## config.mk

```make
export PLATFORM = sky130hd
export DESIGN_NAME = reg_seq_ctrl
export DESIGN_NICKNAME = d
export VERILOG_FILES = /design/src/rtl/reg_seq_ctrl.sv
export SDC_FILE = /design/constraint.sdc
export NUM_CORES = 1
export LEC_CHECK = 0
export CORE_ASPECT_RATIO = 0.8
export CORE_MARGIN = 2
export CORE_UTILIZATION = 40
export DETAILED_ROUTE_END_ITERATION = 8
export MAX_ROUTING_LAYER = met4
export PLACE_DENSITY = 0.78
export SYNTH_ARGS = -nofsm -noshare
export SYNTH_HDL_FRONTEND = slang
export SYNTH_SLANG_ARGS = --single-unit
```

## constraint.sdc

```tcl
create_clock -name clk -period 1.35 [get_ports clk]
set_clock_uncertainty 0.05 [all_clocks]
set_input_delay 0.135 -clock clk [delete_from_list [all_inputs] [get_ports clk]]
set_output_delay 0.135 -clock clk [all_outputs]
set_load 0.005 [all_outputs]
```

## src/rtl/reg_seq_ctrl.sv

```systemverilog
// reg_seq_ctrl: multi-cycle sequencer for the R1/R2/R3 register group.
// Accepts 8-bit instructions (and LDI immediates) over valid/ready.
// It drives the register-group read/write addresses, the active-low write enable,
// the ALU opcode and the write-data source select.
// Optional build macro: REG_SEQ_FLAGS_EN adds zero/carry flag capture for ADD/SUB/INC.
module reg_seq_ctrl #(
  parameter int unsigned DW = 8,
  parameter int unsigned AW = 2
) (
  input  logic          clk,
  input  logic          rst_n,
  input  logic          ins_valid,
  input  logic [DW-1:0] ins,
  output logic          ins_ready,
  output logic [AW-1:0] raa,
  output logic [AW-1:0] rwba,
  output logic          we,
  output logic [2:0]    alu_op,
  output logic          i_sel,
  output logic [DW-1:0] imm_out,
  output logic          busy,
  output logic          done,
`ifdef REG_SEQ_FLAGS_EN
  input  logic          alu_z,
  input  logic          alu_c,
  output logic          z_flag,
  output logic          c_flag,
`endif
  output logic          err
);

  localparam logic [3:0] OpNop = 4'd0;
  localparam logic [3:0] OpMov = 4'd1;
  localparam logic [3:0] OpAdd = 4'd2;
  localparam logic [3:0] OpSub = 4'd3;
  localparam logic [3:0] OpAnd = 4'd4;
  localparam logic [3:0] OpOr  = 4'd5;
  localparam logic [3:0] OpNot = 4'd6;
  localparam logic [3:0] OpInc = 4'd7;
  localparam logic [3:0] OpLdi = 4'd8;

  typedef enum logic [2:0] {
    StIdle,
    StDecode,
    StExec,
    StImm,
    StWrite
  } state_e;

  state_e          state_q, state_d;
  logic [3:0]      op_q, op_d;
  logic [1:0]      src_q, src_d;
  logic [1:0]      dst_q, dst_d;
  logic [AW-1:0]   raa_q, raa_d;
  logic [AW-1:0]   rwba_q, rwba_d;
  logic [2:0]      alu_op_q, alu_op_d;
  logic            i_sel_q, i_sel_d;
  logic [DW-1:0]   imm_q, imm_d;
  logic            we_q, we_d;
  logic [2:0]      alu_dec;
  logic            op_illegal;

  assign op_illegal = (op_q > OpLdi);

  // Map the latched opcode onto the ALU function code; non-ALU opcodes select PASS.
  always_comb begin
    alu_dec = 3'd0;
    case (op_q)
      OpMov:   alu_dec = 3'd0;
      OpAdd:   alu_dec = 3'd1;
      OpSub:   alu_dec = 3'd2;
      OpAnd:   alu_dec = 3'd3;
      OpOr:    alu_dec = 3'd4;
      OpNot:   alu_dec = 3'd5;
      OpInc:   alu_dec = 3'd6;
      default: alu_dec = 3'd0;
    endcase
  end

  // Next-state and registered-output logic; we only goes low on entry to WRITE.
  always_comb begin
    state_d  = state_q;
    op_d     = op_q;
    src_d    = src_q;
    dst_d    = dst_q;
    raa_d    = raa_q;
    rwba_d   = rwba_q;
    alu_op_d = alu_op_q;
    i_sel_d  = i_sel_q;
    imm_d    = imm_q;
    we_d     = 1'b1;
    unique case (state_q)
      StIdle: begin
        if (ins_valid) begin
          op_d    = ins[7:4];
          src_d   = ins[3:2];
          dst_d   = ins[1:0];
          state_d = StDecode;
        end
      end
      StDecode: begin
        raa_d    = AW'(src_q);
        rwba_d   = AW'(dst_q);
        alu_op_d = alu_dec;
        if (op_q == OpNop || op_illegal) begin
          state_d = StIdle;
        end else if (op_q == OpLdi) begin
          state_d = StImm;
        end else begin
          state_d = StExec;
        end
      end
      StExec: begin
        // Register read and ALU have settled; commit the ALU result next cycle.
        i_sel_d = 1'b0;
        we_d    = 1'b0;
        state_d = StWrite;
      end
      StImm: begin
        if (ins_valid) begin
          imm_d   = ins;
          i_sel_d = 1'b1;
          we_d    = 1'b0;
          state_d = StWrite;
        end
      end
      StWrite: begin
        state_d = StIdle;
      end
      default: begin
        state_d = StIdle;
      end
    endcase
  end

  // State and output registers; reset forces we high immediately, even mid-write.
  always_ff @(posedge clk or negedge rst_n) begin
    if (!rst_n) begin
      state_q  <= StIdle;
      op_q     <= OpNop;
      src_q    <= 2'b00;
      dst_q    <= 2'b00;
      raa_q    <= '0;
      rwba_q   <= '0;
      alu_op_q <= 3'd0;
      i_sel_q  <= 1'b0;
      imm_q    <= '0;
      we_q     <= 1'b1;
    end else begin
      state_q  <= state_d;
      op_q     <= op_d;
      src_q    <= src_d;
      dst_q    <= dst_d;
      raa_q    <= raa_d;
      rwba_q   <= rwba_d;
      alu_op_q <= alu_op_d;
      i_sel_q  <= i_sel_d;
      imm_q    <= imm_d;
      we_q     <= we_d;
    end
  end

  assign ins_ready = (state_q == StIdle) || (state_q == StImm);
  assign busy      = (state_q != StIdle);
  // NOP retires from DECODE; every writing instruction retires in WRITE.
  assign done      = (state_q == StWrite) || ((state_q == StDecode) && (op_q == OpNop));
  assign err       = (state_q == StDecode) && op_illegal;
  assign raa       = raa_q;
  assign rwba      = rwba_q;
  assign we        = we_q;
  assign alu_op    = alu_op_q;
  assign i_sel     = i_sel_q;
  assign imm_out   = imm_q;

`ifdef REG_SEQ_FLAGS_EN
  logic z_q, c_q;

  // Capture ALU flags while an arithmetic result is being committed; other ops hold them.
  always_ff @(posedge clk or negedge rst_n) begin
    if (!rst_n) begin
      z_q <= 1'b0;
      c_q <= 1'b0;
    end else if (state_q == StWrite && (op_q == OpAdd || op_q == OpSub || op_q == OpInc)) begin
      z_q <= alu_z;
      c_q <= alu_c;
    end
  end

  assign z_flag = z_q;
  assign c_flag = c_q;
`endif

endmodule

```

==> results.cfg <==
[synth]
ys_dominant_reg_cell = dfrtp_1
synth_top_cell_by_area = dfrtp_1
synth_warnings = 0
synth_top_area_share = 0.552
syn_avg_cell_area_sq_um = 13.6
synth_edf_count = 0
synth_area_leaders = dfrtp_1, mux2_2, buf_6
synth_top_family_by_area = multiplexers
muxShareOfSynthArea = 0.181
ys_seq_area_frac = 0.573
synth-xor-area-share = 0.0143
async_flop_share = 1.00
synth_fp_nets = 101
ys_ff_latch = 28
syn_inst = 90
synthSimpleGateAreaFrac = 0.106
synthAdderAreaFrac = 0
synth.distinct_cells = 28
syn_area_sq_um = 1220
synth_compound_area_frac = 0.0787

[floorplanning]
num_rows = 17
die_w_um = 65.9
initial_core_util = 0.433
ios = 32
core_sq_um = 2830
die_y_um = 53.5
die-area_sq_um = 3520

[cells_and_area]
layout.nets = 163
final_common_cell = dfrtp_1
fin_util = 0.721
areaGrowthSynthToFinish_pct = 66.6
drive_gt1_frac = 0.503
design_area_sq_um = 2040
mostFrequentLayoutCells = dfrtp_1, buf_4, dlymetal6s2s_1
fillers = 193
diodes = 0

[detailed_routing]
drc = 0
routed_wl_mm = 2.84
dr.pass1.iters = 4
wire_per_inst_um = 15.0
drtIter0Drc = 48
dr_total_vias = 929
ant_nets = 0
vias_per_cell = 4.92

[job]
cap_violations = 0

[sta]
hold_viol = 0
worst_pin_slew_ns = 0.283
fmax_ghz = 0.554
period_share = 1.34
finalSetupViolCount = 26
rsz0062_at_grt = yes
fin_crit_ns = 1.80
fin_ws_ns = -0.454
slew_violations = 0
relSlewSlack = 0.811

[pwr]
p_per_area_nw_per_um2 = 2260
p_int_uw = 3150
netSwitchingFraction = 0.317
clockPowerShare = 0.113
switchingPower_uw = 1460
seq_power_share = 0.313
combPwrFrac = 0.574
p_leak_uw = 0.00109
finalPower_uw = 4610
ir_worst_vdd_mv = 1.54

[global_routing]
overflow = 0
grt_pass1_wl_mm = 4.51
antenna_found_initial = 0
grt_util_all_layers = 0.179
grt_max_degree = 29
grt_pass1_vias = 935

[setup_path]
required_ns = 1.16
path_common_cell = or3_4
ff2ff_path_depth = 5
cp_max_fo = 2
crit_slowest_cell = dfrtp_1
ff2ff_setup_slack_ns = -0.30
reg2reg_from = state_q[2]
critPathLaunch = op_q[0]
criticalPathCategory = reg -> out
cp-end-kind = primary output
arrival_ns = 1.62
worst_path_largest_cell_delay_ns = 0.39
crit_chain = or3_4 -> or3_4 -> a21oi_2 -> buf_2
startpoint_type = flip-flop

[placement]
port-buffer-count = 31
place_congestion = 0.745
dp_hpwl_mm = 1.69
postPlaceCellArea_sq_um = 1680

[clock_network]
clk_pin_slew_ns = 0.10
cts_made_buffers = 3
clock-root-buffer = clkbuf_8
insertion_delay_ns = 0.28
cts_tree = yes
ctsHoldBuffers = 0
clock-sinks = 28
clk_path_buf_depth = 2
htreeDepth = 1

[status]
status = finished with violations
violations = setup timing

[hold_path]
hold_class = in -> async
worst max-delay path, delay by kind of cell (launching register included):
family / cells / cell delay, ns
flops: 1 / 0.39
buf+inv: 1 / 0.12
compound gates: 1 / 0.12
simple gates: 2 / 0.72
cells by family after synthesis:
logic type | Yosys count
XOR/XNOR | 2
AO/OA/AOI/OAI | 12
buffers and inverters | 9
multiplexers | 19
AND/OR/NAND/NOR | 20
flip-flops | 28
flip-flops by register name (all words and copies together), names as in the netlist:
register,flops
src_q,2
imm_out,8
i_sel,1
state_q,3
rwba,2
alu_op,3
we,1
dst_q,2
op_q,4
raa,2
what timing repair did:
item                                    in CTS  in global routing
setup buffers                               11                 14
resized for setup                           49                 28
pin swaps                                    7                  6
cloned                                       1                  1
endpoints found under the setup margin      28                 45
endpoints found under the hold margin        0                  0
power groups by stage:
stage / Combinational (uW) / Sequential (uW) / Clock [uW]
after global placement: 1950 / 1420 / 0
after detailed placement: 1990 / 1450 / 0
after global routing: 2860 / 1490 / 565
after floorplan: 1030 / 1450 / 0
after CTS: 2560 / 1440 / 531
final: 2650 / 1440 / 520
metrics by stage:
step / hold slack, ns / std cells / setup TNS, ns / setup WS, ns
finish: 0.155 / 189 / -4.42 / -0.454
global route: 0.154 / 189 / -5.31 / -0.509
CTS: 0.165 / 184 / -8.00 / -0.454
detailed placement: 0.413 / 168 / -5.23 / -0.564
global placement: 0.415 / 168 / -4.63 / -0.557
floorplan: -0.211 / 90 / -1.78 / -0.151
per-layer routing:
metal  track usage  vias to the layer above  routed length, um  share of wire
met5             -                        -                  0              0
met4        0.0208                        0                 10         0.0035
met3        0.0511                        3                147          0.052
met2         0.305                       24               1440           0.51
met1         0.222                      469               1240           0.44
li1              -                      433                  -              -
cell type report:
cell class,count,area [sq um],share of cell area
sequential,28,702,0.344
clock buffer,4,55.1,0.0270
timing repair buffer,62,648,0.318
tap,38,47.5,0.0233
multi-input combinational,53,573,0.281
inverter,4,15.0,0.00736
synth_stat cells, drive strengths merged, types with 2 or more instances:
library cell and instances:
dfrtp 27, mux2 19, nand2 5, buf 4
inv 4, a21oi 3, nand2b 3, nor2 3
or3 3, o21ai 2, o41ai 2
final timing paths:
check                            end
max                             done
min                          rwba[1]
max reg2reg                   raa[0]
min reg2reg                alu_op[2]
max in group asynchronous         we
min in group clk             op_q[2]
Note: power is estimated with default switching activity, not from simulation.
